$ cat src/rtl/rs_age_ordered.sv
// rs_age_ordered: age-ordered reservation station for the integer ALU pipe.
// Entries capture operands at dispatch (with same-cycle CDB bypass), wake on
// any of NUM_CDB broadcast channels, and the oldest ready entry (by ROB age
// relative to rob_head_id) issues through a registered output stage.
// Optional feature macro: RS_PARTIAL_FLUSH_EN (adds flush_tag; flush then
// only removes entries younger than flush_tag).
//
// Output handshake: a transfer happens on a clock edge where out_valid and
// out_ready are both high (and rdy is high). While out_valid is high and
// out_ready is low, out_op/out_tag/out_val1/out_val2 do not change, and
// out_valid only drops after a completed transfer or a flush.
module rs_age_ordered #(
    parameter int RS_DEPTH  = 8,
    parameter int XLEN      = 32,
    parameter int TAG_WIDTH = 4,
    parameter int NUM_CDB   = 2,
    parameter int OP_WIDTH  = 4
) (
    input  logic                          clk,
    input  logic                          rst,
    input  logic                          rdy,
    input  logic                          flush,
`ifdef RS_PARTIAL_FLUSH_EN
    input  logic [TAG_WIDTH-1:0]          flush_tag,
`endif
    input  logic [TAG_WIDTH-1:0]          rob_head_id,
    input  logic                          disp_valid,
    input  logic [OP_WIDTH-1:0]           disp_op,
    input  logic [TAG_WIDTH-1:0]          disp_tag,
    input  logic                          disp_q1_valid,
    input  logic [TAG_WIDTH-1:0]          disp_q1,
    input  logic [XLEN-1:0]               disp_v1,
    input  logic                          disp_q2_valid,
    input  logic [TAG_WIDTH-1:0]          disp_q2,
    input  logic [XLEN-1:0]               disp_v2,
    input  logic [NUM_CDB-1:0]            cdb_valid,
    input  logic [NUM_CDB*TAG_WIDTH-1:0]  cdb_tag,
    input  logic [NUM_CDB*XLEN-1:0]       cdb_data,
    output logic                          rs_full,
    output logic [$clog2(RS_DEPTH+1)-1:0] rs_count,
    output logic                          out_valid,
    input  logic                          out_ready,
    output logic [OP_WIDTH-1:0]           out_op,
    output logic [XLEN-1:0]               out_val1,
    output logic [XLEN-1:0]               out_val2,
    output logic [TAG_WIDTH-1:0]          out_tag
);

    localparam int IDX_W = $clog2(RS_DEPTH);
    localparam int CNT_W = $clog2(RS_DEPTH + 1);

    // Entry storage
    logic [RS_DEPTH-1:0]  ent_busy;
    logic [OP_WIDTH-1:0]  ent_op       [RS_DEPTH];
    logic [TAG_WIDTH-1:0] ent_tag      [RS_DEPTH];
    logic [RS_DEPTH-1:0]  ent_q1_valid;
    logic [TAG_WIDTH-1:0] ent_q1       [RS_DEPTH];
    logic [XLEN-1:0]      ent_v1       [RS_DEPTH];
    logic [RS_DEPTH-1:0]  ent_q2_valid;
    logic [TAG_WIDTH-1:0] ent_q2       [RS_DEPTH];
    logic [XLEN-1:0]      ent_v2       [RS_DEPTH];

    logic [CNT_W-1:0]     count_q;

    // Derived per-entry state
    logic [RS_DEPTH-1:0]  ent_ready;
    logic [TAG_WIDTH-1:0] ent_age      [RS_DEPTH];
    logic [RS_DEPTH-1:0]  wake_q1_valid;
    logic [XLEN-1:0]      wake_v1      [RS_DEPTH];
    logic [RS_DEPTH-1:0]  wake_q2_valid;
    logic [XLEN-1:0]      wake_v2      [RS_DEPTH];

    // Dispatch-side operand resolution
    logic                 byp_q1_valid;
    logic [XLEN-1:0]      byp_v1;
    logic                 byp_q2_valid;
    logic [XLEN-1:0]      byp_v2;

    // Select / allocate / flush
    logic                 sel_found;
    logic [IDX_W-1:0]     sel_idx;
    logic [TAG_WIDTH-1:0] sel_age;
    logic                 free_found;
    logic [IDX_W-1:0]     free_idx;
    logic [RS_DEPTH-1:0]  kill;
    logic                 out_kill;
    logic [RS_DEPTH-1:0]  survivors;
    logic [CNT_W-1:0]     survivor_count;

    logic                 disp_fire;
    logic                 issue_fire;
    logic [RS_DEPTH-1:0]  next_busy;
    logic [CNT_W-1:0]     next_count;

    assign rs_count   = count_q;
    assign rs_full    = (count_q == CNT_W'(RS_DEPTH));
    assign disp_fire  = disp_valid && !rs_full && !flush;
    assign issue_fire = !flush && (!out_valid || out_ready) && sel_found;

    // Readiness and age of each entry from registered state
    always_comb begin
        for (int i = 0; i < RS_DEPTH; i++) begin
            ent_ready[i] = ent_busy[i] && !ent_q1_valid[i] && !ent_q2_valid[i];
            ent_age[i]   = ent_tag[i] - rob_head_id;
        end
    end

    // Wakeup: descending channel loop so the lowest matching channel wins
    always_comb begin
        for (int i = 0; i < RS_DEPTH; i++) begin
            wake_q1_valid[i] = ent_q1_valid[i];
            wake_v1[i]       = ent_v1[i];
            wake_q2_valid[i] = ent_q2_valid[i];
            wake_v2[i]       = ent_v2[i];
            for (int k = NUM_CDB - 1; k >= 0; k--) begin
                if (ent_busy[i] && cdb_valid[k] && ent_q1_valid[i] &&
                    ent_q1[i] == cdb_tag[k*TAG_WIDTH +: TAG_WIDTH]) begin
                    wake_q1_valid[i] = 1'b0;
                    wake_v1[i]       = cdb_data[k*XLEN +: XLEN];
                end
                if (ent_busy[i] && cdb_valid[k] && ent_q2_valid[i] &&
                    ent_q2[i] == cdb_tag[k*TAG_WIDTH +: TAG_WIDTH]) begin
                    wake_q2_valid[i] = 1'b0;
                    wake_v2[i]       = cdb_data[k*XLEN +: XLEN];
                end
            end
        end
    end

    // Dispatch bypass: resolve pending dispatch operands from this cycle's CDB
    always_comb begin
        byp_q1_valid = disp_q1_valid;
        byp_v1       = disp_v1;
        byp_q2_valid = disp_q2_valid;
        byp_v2       = disp_v2;
        for (int k = NUM_CDB - 1; k >= 0; k--) begin
            if (cdb_valid[k] && disp_q1_valid &&
                disp_q1 == cdb_tag[k*TAG_WIDTH +: TAG_WIDTH]) begin
                byp_q1_valid = 1'b0;
                byp_v1       = cdb_data[k*XLEN +: XLEN];
            end
            if (cdb_valid[k] && disp_q2_valid &&
                disp_q2 == cdb_tag[k*TAG_WIDTH +: TAG_WIDTH]) begin
                byp_q2_valid = 1'b0;
                byp_v2       = cdb_data[k*XLEN +: XLEN];
            end
        end
    end

    // Oldest-ready select; strict compare keeps the lower index on equal age
    always_comb begin
        sel_found = 1'b0;
        sel_idx   = '0;
        sel_age   = '0;
        for (int i = 0; i < RS_DEPTH; i++) begin
            if (ent_ready[i] && (!sel_found || ent_age[i] < sel_age)) begin
                sel_found = 1'b1;
                sel_idx   = IDX_W'(i);
                sel_age   = ent_age[i];
            end
        end
    end

    // Lowest-index free entry for dispatch
    always_comb begin
        free_found = 1'b0;
        free_idx   = '0;
        for (int i = 0; i < RS_DEPTH; i++) begin
            if (!free_found && !ent_busy[i]) begin
                free_found = 1'b1;
                free_idx   = IDX_W'(i);
            end
        end
    end

`ifdef RS_PARTIAL_FLUSH_EN
    logic [TAG_WIDTH-1:0] flush_age;
    logic [TAG_WIDTH-1:0] out_age;

    // Partial flush: only entries younger than flush_tag are removed
    always_comb begin
        flush_age = flush_tag - rob_head_id;
        out_age   = out_tag - rob_head_id;
        out_kill  = (out_age > flush_age);
        for (int i = 0; i < RS_DEPTH; i++) begin
            kill[i] = ent_busy[i] && (ent_age[i] > flush_age);
        end
    end
`else
    // Full flush: every entry and the output stage are removed
    always_comb begin
        kill     = ent_busy;
        out_kill = 1'b1;
    end
`endif

    // Occupancy after a flush, counted from the surviving entries
    always_comb begin
        survivors      = ent_busy & ~kill;
        survivor_count = '0;
        for (int i = 0; i < RS_DEPTH; i++) begin
            if (survivors[i]) survivor_count = survivor_count + CNT_W'(1);
        end
    end

    // Next busy vector and occupancy count
    always_comb begin
        next_busy  = ent_busy;
        next_count = count_q;
        if (flush) begin
            next_busy  = survivors;
            next_count = survivor_count;
        end else begin
            if (issue_fire) next_busy[sel_idx] = 1'b0;
            if (disp_fire)  next_busy[free_idx] = 1'b1;
            case ({disp_fire, issue_fire})
                2'b10:   next_count = count_q + CNT_W'(1);
                2'b01:   next_count = count_q - CNT_W'(1);
                default: next_count = count_q;
            endcase
        end
    end

    // Entry state register: wakeups every cycle, dispatch overwrites its slot
    always_ff @(posedge clk) begin
        if (rst) begin
            ent_busy     <= '0;
            ent_q1_valid <= '0;
            ent_q2_valid <= '0;
            count_q      <= '0;
            for (int i = 0; i < RS_DEPTH; i++) begin
                ent_op[i]  <= '0;
                ent_tag[i] <= '0;
                ent_q1[i]  <= '0;
                ent_v1[i]  <= '0;
                ent_q2[i]  <= '0;
                ent_v2[i]  <= '0;
            end
        end else if (rdy) begin
            ent_busy     <= next_busy;
            count_q      <= next_count;
            ent_q1_valid <= wake_q1_valid;
            ent_q2_valid <= wake_q2_valid;
            for (int i = 0; i < RS_DEPTH; i++) begin
                ent_v1[i] <= wake_v1[i];
                ent_v2[i] <= wake_v2[i];
            end
            if (disp_fire) begin
                ent_op[free_idx]       <= disp_op;
                ent_tag[free_idx]      <= disp_tag;
                ent_q1_valid[free_idx] <= byp_q1_valid;
                ent_q1[free_idx]       <= disp_q1;
                ent_v1[free_idx]       <= byp_v1;
                ent_q2_valid[free_idx] <= byp_q2_valid;
                ent_q2[free_idx]       <= disp_q2;
                ent_v2[free_idx]       <= byp_v2;
            end
        end
    end

    // Registered issue stage toward the ALU
    always_ff @(posedge clk) begin
        if (rst) begin
            out_valid <= 1'b0;
            out_op    <= '0;
            out_tag   <= '0;
            out_val1  <= '0;
            out_val2  <= '0;
        end else if (rdy) begin
            if (flush) begin
                out_valid <= out_valid && !out_ready && !out_kill;
            end else if (issue_fire) begin
                out_valid <= 1'b1;
                out_op    <= ent_op[sel_idx];
                out_tag   <= ent_tag[sel_idx];
                out_val1  <= ent_v1[sel_idx];
                out_val2  <= ent_v2[sel_idx];
            end else if (out_ready) begin
                out_valid <= 1'b0;
            end
        end
    end

endmodule

$ cat config.mk
export PLATFORM = sky130hd
export DESIGN_NAME = rs_age_ordered
export DESIGN_NICKNAME = d
export VERILOG_FILES = /design/src/rtl/rs_age_ordered.sv
export SDC_FILE = /design/constraint.sdc
export NUM_CORES = 2
export LEC_CHECK = 0
export ABC_AREA = 1
export BUFFER_PORTS_ARGS = -buffer_cell sky130_fd_sc_hd__buf_2
export CAP_MARGIN = 15
export CELL_PAD_IN_SITES_DETAIL_PLACEMENT = 1
export CELL_PAD_IN_SITES_GLOBAL_PLACEMENT = 1
export CORE_UTILIZATION = 43
export CTS_CLUSTER_DIAMETER = 50
export CTS_CLUSTER_SIZE = 30
export DETAILED_ROUTE_END_ITERATION = 10
export PLACE_DENSITY_LB_ADDON = 0.1
export SYNTH_ARGS = -nofsm -noshare
export SYNTH_HDL_FRONTEND = slang
export SYNTH_SLANG_ARGS = --single-unit
$ cat constraint.sdc
create_clock -name clk -period 16.5 [get_ports clk]
set_clock_uncertainty 0.2 [all_clocks]
set_input_delay 1.65 -clock clk [delete_from_list [all_inputs] [get_ports clk]]
set_output_delay 1.65 -clock clk [all_outputs]
set_load 0.02 [all_outputs]
; Yosys cells after proc, flatten, opt, wreduce, memory -nomap -nowiden
; Memories as Yosys holds them, arrays and structs flattened. A register that Yosys moved wholly into a read port is not among the register bits.
; Index checks and enable logic that the tools add are counted.
[word_totals]
ram_bits = 640
mem_count = 6
in_bits = 166
wordCells = 482
register_bits = 29
[memory_table]
columns = memory, words, word_bits, rd, rd_ports_with_merged_regs, write_ports, line_no
row1 = ent_v1, 8, 32, 1, 1, 9, 58  ; logic [XLEN-1:0] ent_v1 [RS_DEPTH];
row2 = ent_v2, 8, 32, 1, 1, 9, 61  ; logic [XLEN-1:0] ent_v2 [RS_DEPTH];
row3 = ent_op, 8, 4, 1, 1, 8, 54  ; logic [OP_WIDTH-1:0] ent_op [RS_DEPTH];
row4 = ent_q1, 8, 4, 8, 0, 8, 57  ; logic [TAG_WIDTH-1:0] ent_q1 [RS_DEPTH];
row5 = ent_q2, 8, 4, 8, 0, 8, 60  ; logic [TAG_WIDTH-1:0] ent_q2 [RS_DEPTH];
row6 = ent_tag, 8, 4, 9, 1, 8, 55  ; logic [TAG_WIDTH-1:0] ent_tag [RS_DEPTH];
[classes]
muxes = 170
bitwise = 22
order_cmp = 11
n_reduce_logical = 196
addsub = 17
eq_ne = 55
[ops]
columns = op, count
row1 = $mux W32, 52
row2 = $eq A4 B4 Y1, 36
row3 = $logic_and A1 B1 Y1, 124
row4 = $mux W4, 19
row5 = $mux W1, 72
row6 = $mux W3, 16
row7 = $mux W8, 6
row8 = $logic_not A1 Y1, 39
row9 = $reduce_and A2 Y1, 18
row10 = $add A4 B1 Y4 const B, 8
row11 = $ne A2 B2 Y1 const B, 16
row12 = $sub A4 B4 Y4, 8
row13 = $lt A4 B4 Y1, 7
row14 = $and A8 B8 Y8, 2
row15 = $bwmux W8, 2
row16 = $not A8 Y8, 2
row17 = $or A1 B1 Y1, 16
row18 = $reduce_or A4 Y1, 4
row19 = $logic_or A1 B1 Y1, 8
row20 = $lt A3 B4 Y1 const B, 2
row21 = $or A8 B8 Y8, 1
row22 = $pmux W4 S2, 1
row23 = $demux W1 S3, 2
row24 = $ge A3 B1 Y1 const B, 2
row25 = 7 further kinds, 8

; Logic depth before layout (Yosys ltp)
[logic_depth]
depth_word = 43
ltp_mapped = 80

; Worst setup path before layout
; No wires, ideal clock.
[synth_timing]
kind = input to register
startpoint = input rob_head_id[1]
endpoint = register out_tag[0], read port of ent_tag
stages = 61
slack_ns = 6.509
t_arrival_ns = 9.674
cell_sequence = inv_1 -> ha_1 -> nand2_1 -> nor2_1 -> a211oi_1 -> inv_1 -> a21oi_1 -> o21ai_0 -> ha_1 -> a21oi_1 -> nand2_1 -> nand2_2 -> nand2_4 -> o21ai_0 -> ha_1 -> a21oi_1 -> nand2_1 -> nand2_2 -> (+25 left out) -> buf_4 -> clkbuf_1 -> nand2_1 -> o21ai_0 -> ha_1 -> nand2_1 -> inv_1 -> nand2_1 -> nand2_1 -> nand2_2 -> nand2_4 -> buf_6 -> clkbuf_1 -> o21ai_0 -> a21oi_1 -> nand2_1 -> nor2_1 -> nor2_1
[synth_between]
elab_chain_cells = 32
elab_cells_between_ends = 58
[synth_lines]
columns = item, line_no
row1 = "start, declared", 26  ; input logic [TAG_WIDTH-1:0] rob_head_id,
row2 = $sub A4 B4 Y4, 104  ; ent_age[i] = ent_tag[i] - rob_head_id;
row3 = $mux W4, 156  ; if (ent_ready[i] && (!sel_found || ent_age[i] < sel_age)) begin
row4 = $lt A4 B4 Y1, 156
row5 = $logic_or A1 B1 Y1, 156
row6 = $logic_and A1 B1 Y1, 156
row7 = $mux W4 / $mux W1 (equally long branches), 156
row8 = $lt A4 B4 Y1 / $logic_not A1 Y1 (equally long branches), 156
row9 = $logic_or A1 B1 Y1, 156
row10 = (+16 left out), --
row11 = $logic_and A1 B1 Y1, 156
row12 = $mux W4 / $mux W1 (equally long branches), 156
row13 = $lt A4 B4 Y1 / $logic_not A1 Y1 (equally long branches), 156
row14 = $logic_or A1 B1 Y1, 156
row15 = $logic_and A1 B1 Y1, 156
row16 = $mux W1, 156
row17 = $logic_and A1 B1 Y1, 98  ; assign issue_fire = !flush && (!out_valid || out_ready) && sel_found;
row18 = $reduce_and A3 Y1 (no source line), --
row19 = "end, declared", 46  ; output logic [TAG_WIDTH-1:0] out_tag
; Parallel ways exist; a longest one is shown, timed or not.
; A chain may end at the register's enable or synchronous reset.

; Final worst setup path
[layout_timing]
startpoint = input rob_head_id[2]
endpoint = register out_val2[10], read port of ent_v2
[layout_between]
elab_chain_cells = 32
elab_cells_between_ends = 58
[layout_lines]
columns = item, line_no
row1 = $sub A4 B4 Y4, 104
row2 = $mux W4, 156
row3 = $lt A4 B4 Y1, 156
row4 = $logic_or A1 B1 Y1, 156
row5 = $logic_and A1 B1 Y1, 156
row6 = $mux W4 / $mux W1 (equally long branches), 156
row7 = $lt A4 B4 Y1 / $logic_not A1 Y1 (equally long branches), 156
row8 = $logic_or A1 B1 Y1, 156
row9 = (+16 left out), --
row10 = $logic_and A1 B1 Y1, 156
row11 = $mux W4 / $mux W1 (equally long branches), 156
row12 = $lt A4 B4 Y1 / $logic_not A1 Y1 (equally long branches), 156
row13 = $logic_or A1 B1 Y1, 156
row14 = $logic_and A1 B1 Y1, 156
row15 = $mux W1, 156
row16 = $logic_and A1 B1 Y1, 98
row17 = $reduce_and A3 Y1 (no source line), --
row18 = "end, declared", 45  ; output logic [XLEN-1:0] out_val2,
; Parallel ways exist; a longest one is shown, timed or not.

==> metrics.txt <==
status completed; Relative slew margins 0.1935; final cycle utilization of the critical path 0.7843; Worst IR Drop VDD 0.00007650 V; quantity of gates resized following cts 0; max_cap viols 0; arrival time of data at the critical path endpoint 13.35 ns; asr flop ratio synth 0; CP Launch Type input port; global-route congestion overflow total 0; largest net degree at the start of global routing 139; syn_nets 5646; Total GRT Usage 0.3903; Std-Cell Core Area 101700 µm²; count of endpoints failing hold in the final timing report 0; clock tree from TritonCTS yes; max frequency 0.07727 GHz; Final Max Slew Viols 0; share of post-route cells with drive strength above 1 0.1145; leading cell type in the layout, fill and taps excluded sky130_fd_sc_hd__nand2_1; PD cells 103.9 nW/µm²; Yosys cell types 47; via density per instance 6.431; class of the tightest hold or removal check flip-flop to flip-flop; clock-pin slew on the worst setup and hold paths 0.06 ns; initial antenna violation count 13; endpoint required time on the critical path 16.91 ns; aggregate routed wire length 205700 µm; share of the core filled with cells 0.4946; detailed-placement wirelength estimate 118900 µm; DR WL/cell 29.99 µm; worst setup path category input port to flip-flop; dominant cell type by count on the critical path sky130_fd_sc_hd__nand2_1; TritonCTS buffer count 111; commonest cells after routing, fill and taps aside sky130_fd_sc_hd__nand2_1, sky130_fd_sc_hd__o21ai_0, sky130_fd_sc_hd__edfxtp_1, sky130_fd_sc_hd__inv_1, sky130_fd_sc_hd__o22ai_1; Worst Path Max Fanout 122; setup TNS 0 ns; via count 44109; gate count after technology mapping 5424; Clock Path Buffers 3; FP Rows 117; via count of the first global-routing pass 43241; flip-flop cell with the highest count after synthesis sky130_fd_sc_hd__edfxtp_1; number of fill cells 12085; count of routing violations after the opening detailed-route iteration 5494; actual transition at the worst max-transition pin 1.210 ns; final estimated routing congestion in global placement 0.9149; number of flops mapped to enable cells by yosys 640; DIE HEIGHT 322.5 µm; antenna-violating nets left 0; final-report setup violation count 0; flip-flop and latch count after synthesis 741; H-tree depth 3; count of yosys warnings during synthesis 0; summed instance area of the synthesized netlist 44170 µm²; number of DRC violations after detailed routing 0; PortBufs 243; share of the yosys chip area belonging to registers 0.4808; cell chosen for the clock root sky130_fd_sc_hd__clkbuf_16; Power, Total 5.230 mW; Horiz. Die Dim 322.5 µm; setup repair after global routing missed its margin no; leakage power total 20.55 nW; slowest cell delay on critical path 0.75 ns; clk sinks 741; worst skew pair latency 0.72 ns; number of nets in the finished design 5609; buffer count from post-CTS setup fixing 0; first-pass GRT wire length 295200 µm; layout overhead on the synthesized area 13.93%; combined flip-flop and latch cell area 21240 µm²; Multi-input gate area 19210 µm²; # IOs 244; mean area per synthesized cell 8.144 µm²; Die ar. 104000 µm²; cell with the largest stage delay on the worst path sky130_fd_sc_hd__buf_4; effective utilization at floorplan 0.4342; crit path capture type flip-flop; number of buffers inserted by hold repair at cts 0; first-pass iteration count of the detailed router 5; Period minus WS final 12.94 ns
## synthesized netlist by cell type (all sizes together), types with 2 or more instances
| master | instances | area, µm² |
|---|---|---|
| a2111oi | 3 | 26.28 |
| a211o | 2 | 17.52 |
| a211oi | 8 | 60.06 |
| a21oi | 174 | 870.8 |
| a221oi | 11 | 96.34 |
| a31oi | 7 | 43.79 |
| buf | 124 | 645.6 |
| clkbuf | 374 | 1405 |
| clkinv | 24 | 90.09 |
| dfxtp | 101 | 2022 |
| edfxtp | 640 | 19220 |
| fa | 9 | 180.2 |
| ha | 47 | 588.1 |
| inv | 500 | 1877 |
| nand2 | 1169 | 4463 |
| nand3 | 59 | 310.3 |
| nand4 | 13 | 81.33 |
| nor2 | 410 | 1541 |
| nor3 | 22 | 115.1 |
| nor3b | 2 | 15.01 |
| nor4 | 9 | 56.30 |
| o2111ai | 73 | 639.4 |
| o211ai | 256 | 1922 |
| o21ai | 852 | 4264 |
| o21bai | 3 | 22.52 |
| o221ai | 5 | 43.79 |
| o22ai | 415 | 2596 |
| o31ai | 3 | 22.52 |
| o41ai | 6 | 52.55 |
| or2 | 6 | 37.54 |
| xnor2 | 41 | 359.1 |
| xor2 | 52 | 455.4 |
## kinds of logic after synthesis
family	synth area share
AO/OA/AOI/OAI	0.2423
XOR/XNOR	0.01844
adder cells (fa/ha/maj)	0.01739
buffers and inverters	0.09095
flip-flops	0.4808
AND/OR/NAND/NOR	0.1500
## worst paths after layout
check	start	end	slack, ns	cells after the start
max	rob_head_id[2]	out_val2[10]	3.56	68
max reg2reg	ent_tag[0][2]	out_val2[10]	4.49	66
min reg2reg	ent_q1_valid[7]	ent_q1_valid[7]	0.28	2
min	ent_q1_valid[7]	ent_q1_valid[7]	0.28	2
## metrics by stage
stage                     instance area (µm²)  hold slack (ns)  std cells  worst slack [ns]
final                                   50330           0.2844       6859             3.558
after global routing                    50320           0.3166       6856             2.711
after CTS                               50310           0.2862       6851             3.768
after detailed placement                46180           0.2793       6642             2.984
after global placement                  46180           0.2731       6642             3.390
after floorplan                         44170           0.2585       5424             6.509
## registers in the layout (all words and copies together), names as in the netlist
name	cells
ent_busy	8
ent_op	32
ent_q1	32
ent_q1_valid	8
ent_q2	32
ent_q2_valid	8
ent_tag	32
ent_v1	256
ent_v2	256
out_op	4
out_tag	4
out_val1	32
out_val2	32
out_valid	1
rs_count	4
## area by class of cell
| class | instances | area share |
|---|---|---|
| flip-flops and latches | 741 | 0.4221 |
| multi-input cells | 3661 | 0.3818 |
| clock inverters | 81 | 0.02357 |
| well taps | 1368 | 0.03401 |
| repair buffers | 348 | 0.04033 |
| diodes | 8 | 0.0003978 |
| clock buffers | 128 | 0.05850 |
| inverters | 524 | 0.03938 |
## metal layers
layer	share of wire	wire length, µm	track usage	up-vias
li1	-	-	-	18966
met1	0.40	81560	0.5260	21778
met2	0.44	90470	0.6014	2804
met3	0.12	23980	0.07905	549
met4	0.047	9640	0.1819	12
met5	0.00038	78	0	-
## critical path, delay by kind of cell
kind | cells | cell delay [ns]
buffers and inverters | 7 | 2.13
adder cells (fa/ha/maj) | 8 | 2.46
AO/OA/AOI/OAI | 12 | 2.56
AND/OR/NAND/NOR | 41 | 4.37
## power by group
part | switching [mW] | leakage [nW] | internal (mW)
clock | 1.02 | 2.00 | 1.63
sequential | 0.0280 | 7.42 | 2.10
combinational | 0.333 | 11.1 | 0.121
(Power assumes the default switching activity.)
